$ cat src/rtl/inst_mem_loader_arb_pkg.sv
// -----------------------------------------------------------------------------
// inst_mem_loader_arb_pkg
// Shared definitions for the instruction-memory loader/arbiter:
//   - fallback values for the SoC-wide defines (CPU_WIDTH, INST_MEM_ADDR_DEPTH)
//   - 2-bit loader state encodings LDR_IDLE/LDR_RECV/LDR_WRITE/LDR_FLUSH
//   - ldr_state_e state type, datapath width and word geometry constants
// Optional feature macro used by the loader: INST_LOAD_TIMEOUT_EN.
// -----------------------------------------------------------------------------
`ifndef CPU_WIDTH
`define CPU_WIDTH 32
`endif
`ifndef INST_MEM_ADDR_DEPTH
`define INST_MEM_ADDR_DEPTH 1024
`endif
`ifndef LDR_IDLE
`define LDR_IDLE  2'd0
`endif
`ifndef LDR_RECV
`define LDR_RECV  2'd1
`endif
`ifndef LDR_WRITE
`define LDR_WRITE 2'd2
`endif
`ifndef LDR_FLUSH
`define LDR_FLUSH 2'd3
`endif

package inst_mem_loader_arb_pkg;

    localparam int unsigned XLEN           = `CPU_WIDTH;
    localparam int unsigned BYTES_PER_WORD = 4;
    // Word index width: byte address minus the two byte-offset bits.
    localparam int unsigned WIDX_W         = XLEN - 2;

    typedef enum logic [1:0] {
        S_IDLE  = `LDR_IDLE,
        S_RECV  = `LDR_RECV,
        S_WRITE = `LDR_WRITE,
        S_FLUSH = `LDR_FLUSH
    } ldr_state_e;

endpackage

$ cat src/rtl/inst_mem_loader_arb_ldr_byte_pack.sv
// -----------------------------------------------------------------------------
// ldr_byte_pack
// Little-endian byte-to-word assembler for the program loader.
// Ports:
//   clk, rst_n    clock, asynchronous active-low reset
//   clr_i         drop any partial word and restart at byte lane 0
//   byte_vld_i    a byte transfers this cycle (already qualified by ready)
//   byte_i        the byte
//   word_o        assembled word (lane 0 = first byte received)
//   word_vld_o    high in the cycle the 4th byte of a word transfers
// -----------------------------------------------------------------------------
`ifndef CPU_WIDTH
`define CPU_WIDTH 32
`endif

module ldr_byte_pack
    import inst_mem_loader_arb_pkg::*;
(
    input  logic        clk,
    input  logic        rst_n,
    input  logic        clr_i,
    input  logic        byte_vld_i,
    input  logic [7:0]  byte_i,
    output logic [31:0] word_o,
    output logic        word_vld_o
);

    logic [1:0]  cnt_q, cnt_d;
    logic [31:0] word_q, word_d;

    always_comb begin
        cnt_d = cnt_q;
        if (clr_i) begin
            cnt_d = 2'd0;
        end else if (byte_vld_i) begin
            // Wraps to 0 after the 4th byte, ready for the next word.
            cnt_d = cnt_q + 2'd1;
        end
    end

    // Each lane captures only the byte whose arrival index matches it.
    for (genvar gi = 0; gi < BYTES_PER_WORD; gi++) begin : g_lane
        assign word_d[gi*8 +: 8] = clr_i                                ? 8'h00  :
                                   (byte_vld_i && (cnt_q == 2'(gi)))    ? byte_i :
                                                                          word_q[gi*8 +: 8];
    end

    always_ff @(posedge clk or negedge rst_n) begin
        if (!rst_n) begin
            cnt_q  <= 2'd0;
            word_q <= 32'd0;
        end else begin
            cnt_q  <= cnt_d;
            word_q <= word_d;
        end
    end

    assign word_o     = word_q;
    assign word_vld_o = byte_vld_i && !clr_i && (cnt_q == 2'd3);

endmodule

$ cat src/rtl/inst_mem_loader_arb.sv
// -----------------------------------------------------------------------------
// inst_mem_loader_arb
// Arbitrates the single address/write port of the instruction memory between
// core fetch and a byte-stream program loader. Loaded bytes are assembled
// little-endian into words and written at incrementing word addresses that
// wrap modulo MEM_DEPTH. The core is held for the whole load; a final FLUSH
// cycle re-reads core_pc_i so the memory's registered output is fresh when
// fetch resumes.
// Optional feature: define INST_LOAD_TIMEOUT_EN to abort a load (sticky
// load_err_o) after TIMEOUT_CYC consecutive RECV cycles without a byte.
// Ports:
//   clk, rst_n                      clock, asynchronous active-low reset
//   core_pc_i / core_hold_o         fetch address in, stall request out
//   core_inst_o / core_inst_vld_o   instruction passthrough and its valid
//   load_start_i/base_i/words_i     load command (start pulse, base, count)
//   byte_vld_i/byte_i/byte_rdy_o    RX byte handshake
//   load_busy_o/done_o/err_o        load status
//   mem_wr_en_o/addr_o/data_o       memory port, mem_inst_i read data
// -----------------------------------------------------------------------------
`ifndef CPU_WIDTH
`define CPU_WIDTH 32
`endif
`ifndef INST_MEM_ADDR_DEPTH
`define INST_MEM_ADDR_DEPTH 1024
`endif

module inst_mem_loader_arb
    import inst_mem_loader_arb_pkg::*;
#(
    parameter int unsigned MEM_DEPTH   = `INST_MEM_ADDR_DEPTH,
    parameter int unsigned CNT_W       = 16,
    parameter int unsigned TIMEOUT_CYC = 65535
) (
    input  logic                  clk,
    input  logic                  rst_n,
    input  logic [`CPU_WIDTH-1:0] core_pc_i,
    output logic                  core_hold_o,
    output logic [`CPU_WIDTH-1:0] core_inst_o,
    output logic                  core_inst_vld_o,
    input  logic                  load_start_i,
    input  logic [`CPU_WIDTH-1:0] load_base_i,
    input  logic [CNT_W-1:0]      load_words_i,
    input  logic                  byte_vld_i,
    input  logic [7:0]            byte_i,
    output logic                  byte_rdy_o,
    output logic                  load_busy_o,
    output logic                  load_done_o,
    output logic                  load_err_o,
    output logic                  mem_wr_en_o,
    output logic [`CPU_WIDTH-1:0] mem_addr_o,
    output logic [`CPU_WIDTH-1:0] mem_data_o,
    input  logic [`CPU_WIDTH-1:0] mem_inst_i
);

    localparam logic [WIDX_W-1:0] LAST_WIDX = WIDX_W'(MEM_DEPTH - 1);

    ldr_state_e        state_q, state_d;
    logic [WIDX_W-1:0] addr_q,  addr_d;     // current load word index
    logic [CNT_W-1:0]  cnt_q,   cnt_d;      // words still to write
    logic              err_q,   err_d;
    logic              ivld_q,  ivld_d;

    logic              xfer;
    logic              pack_clr;
    logic [31:0]       pack_word;
    logic              pack_word_vld;

`ifdef INST_LOAD_TIMEOUT_EN
    localparam int unsigned   TO_W    = (TIMEOUT_CYC > 1) ? $clog2(TIMEOUT_CYC) : 1;
    localparam logic [TO_W-1:0] TO_LAST = TO_W'(TIMEOUT_CYC - 1);
    logic [TO_W-1:0] to_cnt_q, to_cnt_d;
`endif

    // Ready depends only on state so the handshake never loops through the FSM.
    assign byte_rdy_o = (state_q == S_RECV);
    assign xfer       = byte_vld_i && byte_rdy_o;

    ldr_byte_pack u_byte_pack (
        .clk        (clk),
        .rst_n      (rst_n),
        .clr_i      (pack_clr),
        .byte_vld_i (xfer),
        .byte_i     (byte_i),
        .word_o     (pack_word),
        .word_vld_o (pack_word_vld)
    );

    always_comb begin
        state_d     = state_q;
        addr_d      = addr_q;
        cnt_d       = cnt_q;
        err_d       = err_q;
        pack_clr    = 1'b0;
        core_hold_o = 1'b0;
        load_busy_o = 1'b0;
        load_done_o = 1'b0;
        mem_wr_en_o = 1'b0;
        mem_addr_o  = core_pc_i;
`ifdef INST_LOAD_TIMEOUT_EN
        // Idle counter only runs in RECV; any other state (including the
        // WRITE that precedes re-entry) leaves it cleared.
        to_cnt_d    = '0;
`endif
        unique case (state_q)
            S_IDLE: begin
                if (load_start_i) begin
                    addr_d   = load_base_i[`CPU_WIDTH-1:2];
                    cnt_d    = load_words_i;
                    err_d    = 1'b0;
                    pack_clr = 1'b1;
                    state_d  = (load_words_i == '0) ? S_FLUSH : S_RECV;
                end
            end
            S_RECV: begin
                core_hold_o = 1'b1;
                load_busy_o = 1'b1;
                mem_addr_o  = {addr_q, 2'b00};
                if (pack_word_vld) begin
                    state_d = S_WRITE;
                end
`ifdef INST_LOAD_TIMEOUT_EN
                else if (!xfer) begin
                    if (to_cnt_q == TO_LAST) begin
                        err_d    = 1'b1;
                        pack_clr = 1'b1;
                        state_d  = S_FLUSH;
                    end else begin
                        to_cnt_d = to_cnt_q + 1'b1;
                    end
                end
`endif
            end
            S_WRITE: begin
                core_hold_o = 1'b1;
                load_busy_o = 1'b1;
                mem_wr_en_o = 1'b1;
                mem_addr_o  = {addr_q, 2'b00};
                addr_d      = (addr_q >= LAST_WIDX) ? '0 : addr_q + 1'b1;
                cnt_d       = cnt_q - 1'b1;
                state_d     = (cnt_q == CNT_W'(1)) ? S_FLUSH : S_RECV;
            end
            S_FLUSH: begin
                // mem_addr_o stays on core_pc_i: this read refreshes mem_inst_i.
                core_hold_o = 1'b1;
                load_busy_o = 1'b1;
                load_done_o = !err_q;
                state_d     = S_IDLE;
            end
            default: state_d = S_IDLE;
        endcase
    end

    // Read data is valid for the core only if the read issued last cycle was
    // driven by core_pc_i.
    assign ivld_d = (state_q == S_IDLE) || (state_q == S_FLUSH);

    always_ff @(posedge clk or negedge rst_n) begin
        if (!rst_n) begin
            state_q <= S_IDLE;
            addr_q  <= '0;
            cnt_q   <= '0;
            err_q   <= 1'b0;
            ivld_q  <= 1'b0;
        end else begin
            state_q <= state_d;
            addr_q  <= addr_d;
            cnt_q   <= cnt_d;
            err_q   <= err_d;
            ivld_q  <= ivld_d;
        end
    end

`ifdef INST_LOAD_TIMEOUT_EN
    always_ff @(posedge clk or negedge rst_n) begin
        if (!rst_n) begin
            to_cnt_q <= '0;
        end else begin
            to_cnt_q <= to_cnt_d;
        end
    end
`endif

    assign core_inst_o     = mem_inst_i;
    assign core_inst_vld_o = ivld_q;
    assign load_err_o      = err_q;
    assign mem_data_o      = `CPU_WIDTH'(pack_word);

    // Byte-offset bits of the base are ignored; the timeout limit is only
    // consumed when the timeout logic is built.
`ifdef INST_LOAD_TIMEOUT_EN
    logic unused_ok;
    assign unused_ok = ^{1'b0, load_base_i[1:0]};
`else
    localparam logic [31:0] TIMEOUT_LIM = 32'(TIMEOUT_CYC);
    logic unused_ok;
    assign unused_ok = ^{1'b0, load_base_i[1:0], TIMEOUT_LIM[0]};
`endif

endmodule

$ cat config.mk
export PLATFORM = sky130hd
export DESIGN_NAME = inst_mem_loader_arb
export DESIGN_NICKNAME = d
export VERILOG_FILES = /design/src/rtl/inst_mem_loader_arb_pkg.sv /design/src/rtl/inst_mem_loader_arb_ldr_byte_pack.sv /design/src/rtl/inst_mem_loader_arb.sv
export SDC_FILE = /design/constraint.sdc
export NUM_CORES = 1
export LEC_CHECK = 0
export CAP_MARGIN = 20
export CELL_PAD_IN_SITES_DETAIL_PLACEMENT = 0
export CELL_PAD_IN_SITES_GLOBAL_PLACEMENT = 1
export CORE_ASPECT_RATIO = 1.4
export CORE_UTILIZATION = 32
export CTS_CLUSTER_DIAMETER = 40
export DETAILED_ROUTE_END_ITERATION = 12
export PLACE_DENSITY_LB_ADDON = 0.1
export SYNTH_ARGS = -nofsm -noshare
export SYNTH_HDL_FRONTEND = slang
export SYNTH_SLANG_ARGS = --single-unit
export TNS_END_PERCENT = 50
$ cat constraint.sdc
create_clock -name clk -period 4.9 [get_ports clk]
set_input_delay 0.735 -clock clk [delete_from_list [all_inputs] [get_ports clk]]
set_output_delay 0.735 -clock clk [all_outputs]
set_load 0.01 [all_outputs]
==> impl_metrics.yaml, run 1 <==
synth:
  synth-edff-count: 0
  synthTopCellsByCount: "nand2_1, dfrtp_1, o21ai_0, a21oi_1, buf_4"
  synth_area_per_cell_um2: 8.952
  yosys_warnings: 0
  ys_types: 50
  synth_fp_nets: 666
  ys.flop_type: "dfrtp_1"
  synth_area_leaders: "dfrtp_1, mux2_2, nand2_1, buf_4, o21ai_0"
  async_flop_share_pct: 100.0
  syn_area_mm2: 0.004745
  synth.most_common_cell: "nand2_1"
  syn_inst: 530
  synth_seq_cells: 83
  yosysSeqAreaShare_pct: 43.78
  yosysTopAreaCellShare_pct: 43.78
  synth_top_cell_by_area: "dfrtp_1"
detailed_routing:
  detail-route-antenna-nets: 0
  wl_per_cell_um: 16.63
  wirelength_mm: 13.97
  drtIter0Drc: 145
  vias: 4277
  firstDrtPassIters: 4
  drcViolationCount: 0
  viasPerCell: 5.092
clock_network:
  cts_setup_buffers: 0
  cts_tree: "yes"
  clockBufferDepth: 2
  clk_pin_slew_ns: 0.07
  clk_latency_ns: 0.34
  htree_levels: 3
  cts_sinks: 83
  cts.repair.resized: 0
  postCtsHoldBufs: 0
  cts_buffers: 9
  cts_root_buf: "clkbuf_16"
sta:
  fmax_ghz: 0.2772
  post-route-period-util_pct: 73.61
  slew_headroom_pct: 37.19
  finalCriticalPeriod_ns: 3.607
  rsz0062_at_grt: "no"
  slew_violations: 0
  setup_viol: 0
  fin_tns_setup_ns: 0
  final_hold_viol_count: 0
  tightest_slew_ns: 0.9387
  fin_skew_ns: 0.01010
critical_path:
  timing.rr.end: "addr_q[19]"
  crit_type: "flop to primary output"
  crit_start: "state_q[0]"
  startpoint_type: "flop"
  arrival_ns: 2.87
  worstPathMaxFanout: 20
  reg2reg_from: "state_q[0]"
  timing.reg2reg.setup_slack_ns: 1.79
  rr_worst_depth: 7
  cp_data_required_time_ns: 4.16
  end_kind: "primary output"
placement:
  gp_congestion: 0.7909
  io_buffers: 159
  placedInstanceArea_mm2: 0.006261
  post-place-cells: 823
  dpl.hpwl_mm: 10.31
final_layout:
  final_util_pct: 45.66
  fillers: 1455
  final_nets: 782
  antennaDiodeCount: 0
  area_growth_pct: 39.00
  final_cells: 840
  drive_gt1_share_pct: 10.29
  fin_area_mm2: 0.006595
global_routing:
  grt_overflow: 0
  grt_max_degree: 53
  grt_pass1_wl_mm: 22.18
  antenna_found_initial: 0
  grt_pass1_vias: 4316
  grt.total_usage_pct: 18.57
power:
  p_leak_nw: 2.679
  vdd_drop_max_v: 0.0002386
  power_density_mw_per_mm2: 622.7
floorplanning:
  core_mm2: 0.01444
  die_w_um: 104.9
  num_rows: 52
  die_h_um: 146.1
  pin_count: 227
  initial_core_util_pct: 32.85
  dieArea_mm2: 0.01532
run_status:
  run_status: "complete, no violations"
run:
  cap_violations: 0
min_path:
  min_path_type: "input pin to async pin"
-- where the power goes --
group	switching [mW]	internal [mW]
Clock	0.283	0.424
Combinational	1.03	1.12
Sequential	0.276	0.974
-- layout make-up --
| class | instances | area, um^2 | area share [%] |
|---|---|---|---|
| clock buffer | 11 | 252.7 | 3.832 |
| clock inverter | 5 | 61.31 | 0.9296 |
| inverter | 19 | 71.32 | 1.081 |
| multi-input combinational | 368 | 2250 | 34.11 |
| sequential | 83 | 2077 | 31.49 |
| tap | 189 | 236.5 | 3.586 |
| timing repair buffer | 165 | 1647 | 24.97 |
-- logic make-up after synthesis --
logic type                 share of synthesized area, %
AOI/OAI and AO/OA                                 17.17
other                                           0.07904
buffers and inverters                             8.966
xor gates and xnor gates                         0.1846
DFF                                               43.78
and+or+nand+nor                                   17.62
muxes                                             9.045
adders and majority gates                         3.164
-- worst max-delay path, cell delays in order, from the launching register on --
cell,delay (ns)
dfrtp_1,0.39
inv_1,0.10
ha_1,0.86
buf_4,0.35
mux2_2,0.35
clkdlybuf4s50_1,0.48
-- stage by stage --
stage | hold WS (ns) | setup WS [ns] | total power, mW
after global routing | 0.3641 | 1.144 | 4.416
after detailed placement | 0.4696 | 1.567 | 3.417
after global placement | 0.4617 | 1.636 | 3.374
after CTS | 0.3464 | 1.230 | 4.137
after floorplan | 0.4394 | 2.497 | 2.457
final | 0.3322 | 1.293 | 4.107
-- state kept, by name, indices dropped and copies added (netlist names) --
signal and count:
addr_q 30, u_byte_pack.word_o 32, core_inst_vld_o 1, u_byte_pack.cnt_q 2
cnt_q 16, state_q 2
-- how the worst max path moves through the flow --
stage,endpoint
2_1_floorplan,mem_addr_o[10]
3_3_place_gp,cnt_q[13]
3_5_place_dp,cnt_q[13]
4_1_cts,mem_addr_o[23]
5_1_grt,mem_addr_o[14]
6_report,mem_addr_o[23]
-- cells in the final DEF, fill, tap and decap left out, drive strengths merged, types with 2 or more instances in the layout --
| cell type | netlist | routed |
|---|---|---|
| ha | 12 | 12 |
| nor3b | 4 | 4 |
| clkinvlp | 0 | 3 |
| mux2 | 31 | 31 |
| a31oi | 6 | 6 |
| dfrtp | 83 | 83 |
| mux2i | 8 | 8 |
| a22oi | 4 | 4 |
| nor2 | 24 | 24 |
| a32oi | 2 | 2 |
| nor3 | 6 | 6 |
| nor2b | 6 | 6 |
| clkdlybuf4s50 | 0 | 158 |
| a21oi | 34 | 34 |
| a22o | 2 | 2 |
| a221o | 4 | 4 |
| o21ai | 50 | 50 |
| o22ai | 15 | 15 |
| o221a | 3 | 3 |
| or3 | 5 | 5 |
| buf | 36 | 7 |
| and2 | 2 | 2 |
| clkbuf | 24 | 11 |
| a221oi | 2 | 2 |
| or2 | 4 | 4 |
| or4 | 2 | 2 |
| nand2 | 92 | 92 |
| nand4 | 4 | 4 |
| nand3 | 15 | 15 |
| nor4 | 11 | 11 |
| o31ai | 2 | 2 |
| a32o | 2 | 2 |
| inv | 19 | 19 |
| and3 | 3 | 3 |
-- per-layer routing --
metal	share of wire, %	up-vias	wire, um	track usage [%]
li1	-	2084	-	-
met1	40	2003	5556	20.80
met2	51	171	7180	32.95
met3	6.5	19	908	5.179
met4	2.3	0	325	7.606
met5	0	-	0	0
No activity file was read; power rests on OpenSTA's default activity.
==> run 2: changes to the inputs <==
--- a/config.mk
+++ b/config.mk
@@ -9,7 +9,7 @@
 export CELL_PAD_IN_SITES_DETAIL_PLACEMENT = 0
 export CELL_PAD_IN_SITES_GLOBAL_PLACEMENT = 1
 export CORE_ASPECT_RATIO = 1.4
-export CORE_UTILIZATION = 32
+export CORE_UTILIZATION = 27
 export CTS_CLUSTER_DIAMETER = 40
 export DETAILED_ROUTE_END_ITERATION = 12
 export PLACE_DENSITY_LB_ADDON = 0.1
==> constraint.sdc (replaced) <==
create_clock -name clk -period 3.1 [get_ports clk]
set_input_delay 0.465 -clock clk [delete_from_list [all_inputs] [get_ports clk]]
set_output_delay 0.465 -clock clk [all_outputs]
set_load 0.01 [all_outputs]
==> impl_metrics.yaml, run 2 (synthesized netlist as in run 1, its figures left out) <==
sta:
  fin_tns_setup_ns: 0
  final_hold_viol_count: 0
  fin_skew_ns: 0.009884
  slew_headroom_pct: 49.59
  finalCriticalPeriod_ns: 2.837
  rsz0062_at_grt: "no"
  slew_violations: 0
  setup_viol: 0
  post-route-period-util_pct: 91.53
  fmax_ghz: 0.3524
  tightest_slew_ns: 0.7493
  worst_slack_ns: 0.2627
global_routing:
  gr-usage-met1_pct: 19.12
  grt.total_usage_pct: 16.95
  grt_pass1_wl_mm: 23.71
  antenna_found_initial: 0
  grt_pass1_vias: 4389
  grt_overflow: 0
  grt-busiest-layer: "met2"
  grt_max_degree: 42
  grtUsageMet3_pct: 4.733
  met2_usage_pct: 30.63
placement:
  dpl.hpwl_mm: 11.18
  gp_congestion: 0.7549
  place_ws_ns: 0.4188
  io_buffers: 159
run:
  cap_violations: 0
power:
  p_comb_share_pct: 52.5
  total_power_mw: 6.490
  internal_power_mw: 3.950
  p_clk_share_pct: 16.8
  vdd_drop_max_v: 0.0003582
  power_density_mw_per_mm2: 972.2
  switchingPower_mw: 2.540
  switching_share_pct: 39.14
  p_seq_share_pct: 30.7
  p_leak_nw: 2.712
critical_path:
  worstPathMaxFanout: 33
  end_kind: "primary output"
  startpoint_type: "flop"
  reg2reg_from: "state_q[0]"
  timing.rr.end: "addr_q[20]"
  crit_type: "flop to primary output"
  rr_worst_depth: 7
  timing.reg2reg.setup_slack_ns: 0.39
  arrival_ns: 2.37
  cp_data_required_time_ns: 2.63
final_layout:
  mostFrequentLayoutCells: "clkdlybuf4s50_1, nand2_1, dfrtp_1, o21ai_0, a21oi_1"
  antennaDiodeCount: 0
  largest_reg_flops: 32
  area_growth_pct: 40.69
  final_common_cell: "clkdlybuf4s50_1"
  final_nets: 789
  multi_input_area_mm2: 0.002250
  drive_gt1_share_pct: 11.09
  register_area_mm2: 0.002077
  fillers: 1809
run_status:
  run_status: "complete, no violations"
clock_network:
  cts_tree: "yes"
  cts_root_buf: "clkbuf_16"
  cts_buffers: 9
  postCtsHoldBufs: 0
  clk_latency_ns: 0.34
  cts_setup_buffers: 0
  clockBufferDepth: 2
  htree_levels: 3
  clk_pin_slew_ns: 0.06
  cts_sinks: 83
  cts.repair.resized: 0
detailed_routing:
  detail-route-antenna-nets: 0
  viasPerCell: 4.833
  wirelength_mm: 14.97
  firstDrtPassIters: 4
  vias: 4321
  drcViolationCount: 0
  drtIter0Drc: 297
  wl_per_cell_um: 16.75
floorplanning:
  die_h_um: 158.9
  dieArea_mm2: 0.01811
  pin_count: 227
  num_rows: 57
  die_w_um: 114.0
  core_mm2: 0.01726
  initial_core_util_pct: 27.49
min_path:
  min_path_type: "input pin to async pin"
## run 2: cell types whose count changed in the layout (fill, tap and decap cells not counted), sizes merged
cell	previous run	this run
clkinv	1	3
buf	7	14
clkinvlp	3	1
## run 2: area by class of cell
type	instances	share of cell area, %
multi-input combinational	368	33.70
sequential	83	31.12
timing repair buffer	172	25.27
tap	236	4.424
clock buffer	11	3.636
inverter	19	1.068
clock inverter	5	0.7873
## run 2: power groups by stage
stage	sequential, mW	combinational, mW	clock [mW]
floorplan	1.94	1.95	0
CTS	2.00	3.47	1.11
global placement	2.01	3.41	0
finish	1.99	3.41	1.09
global route	2.06	3.75	1.16
detailed placement	2.01	3.45	0
## run 2: how the worst max path moves through the flow
stage                     depth (start not counted)        endpoint  startpoint  slack (ns)
after CTS                                         5  mem_addr_o[27]  state_q[0]        0.22
after floorplan                                   9       cnt_q[13]  state_q[0]        0.92
after detailed placement                          7      addr_q[18]  state_q[0]        0.42
after global placement                            7      addr_q[18]  state_q[0]        0.53
final                                             5   mem_addr_o[9]  state_q[1]        0.26
after global routing                              5   mem_addr_o[8]  state_q[0]        0.12
## run 2: stage by stage
stage	cell area [um^2]	util, %	hold WS, ns	std cells
after floorplan	4745	-	0.1694	530
after global placement	6380	36.97	0.4622	878
after detailed placement	6380	36.97	0.4742	878
after CTS	6675	38.68	0.1426	894
after global routing	6675	38.68	0.1642	894
final	6675	38.68	0.1227	894
## run 2: metal layers
metal | part of all wire, % | up-vias | wire length, um
li1 | - | 2096 | -
met1 | 39 | 2048 | 5857
met2 | 53 | 168 | 7925
met3 | 7.0 | 9 | 1045
met5 | 0 | - | 0
met4 | 0.96 | 0 | 144
## run 2: critical path: stages, from the launching register on
cell             delay [ns]
dfrtp_1                0.41
inv_1                  0.10
ha_1                   0.28
buf_4                  0.36
mux2_2                 0.38
clkdlybuf4s50_1        0.48
==> run 3: changes to the inputs <==
--- a/config.mk
+++ b/config.mk
@@ -12,7 +12,7 @@
 export CORE_UTILIZATION = 27
 export CTS_CLUSTER_DIAMETER = 40
 export DETAILED_ROUTE_END_ITERATION = 12
-export PLACE_DENSITY_LB_ADDON = 0.1
+export PLACE_DENSITY = 0.87
 export SYNTH_ARGS = -nofsm -noshare
 export SYNTH_HDL_FRONTEND = slang
 export SYNTH_SLANG_ARGS = --single-unit
==> impl_metrics.yaml, run 3 (synthesized netlist as in run 1, its figures left out) <==
final_layout:
  area_growth_pct: 41.38
  drive_gt1_share_pct: 11.38
  fillers: 1779
  fin_area_mm2: 0.006708
  final_nets: 790
  final_common_cell: "clkdlybuf4s50_1"
  largest_reg_flops: 32
  mostFrequentLayoutCells: "clkdlybuf4s50_1, nand2_1, dfrtp_1, o21ai_0, a21oi_1"
  antennaDiodeCount: 0
floorplanning:
  die_w_um: 114.0
  num_rows: 57
  pin_count: 227
  dieArea_mm2: 0.01811
  initial_core_util_pct: 27.49
  die_h_um: 158.9
  core_mm2: 0.01726
clock_network:
  clk_pin_slew_ns: 0.07
  cts_setup_buffers: 0
  clockBufferDepth: 2
  cts_root_buf: "clkbuf_16"
  postCtsHoldBufs: 0
  cts_buffers: 9
  clk_latency_ns: 0.34
  cts_tree: "yes"
  htree_levels: 3
  cts.repair.resized: 0
  cts_sinks: 83
global_routing:
  grt.total_usage_pct: 16.23
  antenna_found_initial: 0
  grt_max_degree: 41
  grt_pass1_vias: 4159
  grt_overflow: 0
  grt_pass1_wl_mm: 22.69
sta:
  post-route-period-util_pct: 88.08
  fmax_ghz: 0.3662
  slew_violations: 0
  final_hold_viol_count: 0
  setup_viol: 0
  finalCriticalPeriod_ns: 2.731
  tightest_slew_ns: 1.087
  fin_tns_setup_ns: 0
  rsz0062_at_grt: "no"
  slew_headroom_pct: 27.21
  hold-worst-slack_ns: 0.1031
  fin_skew_ns: 0.01048
  worst_slack_ns: 0.3694
run:
  cap_violations: 0
critical_path:
  path_cells: "inv_1 -> ha_1 -> buf_12 -> mux2_2 -> clkdlybuf4s50_1"
  cp_slowest_stage_delay_ns: 0.48
  worstPathMaxFanout: 33
  end_kind: "primary output"
  timing.reg2reg.setup_slack_ns: 0.68
  crit_family: "buffers and inverters"
  startpoint_type: "flop"
  cp_data_required_time_ns: 2.63
  timing.rr.end: "u_byte_pack.word_o[22]"
  crit_type: "flop to primary output"
  crit_buf_inv: 3
  arrival_ns: 2.27
  crit_start: "state_q[1]"
  reg2reg_from: "state_q[0]"
  rr_worst_depth: 5
  critPathSlowestCell: "clkdlybuf4s50_1"
power:
  power_density_mw_per_mm2: 975.2
  vdd_drop_max_v: 0.0003973
  p_leak_nw: 2.720
  total_power_mw: 6.541
detailed_routing:
  drtIter0Drc: 115
  viasPerCell: 4.764
  detail-route-antenna-nets: 0
  wirelength_mm: 14.31
  vias: 4264
  drcViolationCount: 0
  wl_per_cell_um: 15.99
  firstDrtPassIters: 4
placement:
  place_ws_ns: 0.4512
  io_buffers: 159
  gp_congestion: 0.7787
  dpl.hpwl_mm: 10.92
  placedInstanceArea_mm2: 0.006392
min_path:
  min_path_type: "input pin to async pin"
run_status:
  run_status: "complete, no violations"
[run 3: worst max-delay path by stage]
stage,cells after the start,slack (ns),endpoint
after global routing,5,0.26,mem_addr_o[19]
final,5,0.37,mem_addr_o[7]
after detailed placement,4,0.45,u_byte_pack.word_o[21]
after global placement,4,0.55,u_byte_pack.word_o[19]
after floorplan,9,0.92,cnt_q[13]
after CTS,5,0.33,mem_addr_o[7]
[run 3: per-layer routing]
layer / GRT usage, % / vias to the layer above / routed length, um
met4: 7.202 / 0 / 522
met1: 18.33 / 1981 / 5673
li1: - / 2092 / -
met5: 0 / - / 0
met2: 28.93 / 153 / 7436
met3: 3.321 / 38 / 682
[run 3: stage by stage]
stage	instances	utilization [%]
CTS	894	38.82
detailed placement	878	37.04
floorplan	530	-
finish	895	38.86
global placement	878	37.04
global route	895	38.86
[run 3: layout make-up]
type / instances / area (um^2) / share of cell area [%]
Clock inverter: 7 / 82.58 / 1.231
Tap cell: 236 / 295.3 / 4.402
Multi-Input combinational cell: 368 / 2250 / 33.54
Clock buffer: 9 / 225.2 / 3.358
Sequential cell: 83 / 2077 / 30.96
Inverter: 19 / 71.32 / 1.063
Timing Repair Buffer: 173 / 1707 / 25.44
[run 3: report_power, final]
part / leakage, nW / internal, mW / switching [mW] / total, mW
logic: 1.54 / 1.81 / 1.64 / 3.45
clock network: 0.145 / 0.637 / 0.475 / 1.11
registers: 1.04 / 1.54 / 0.441 / 1.98
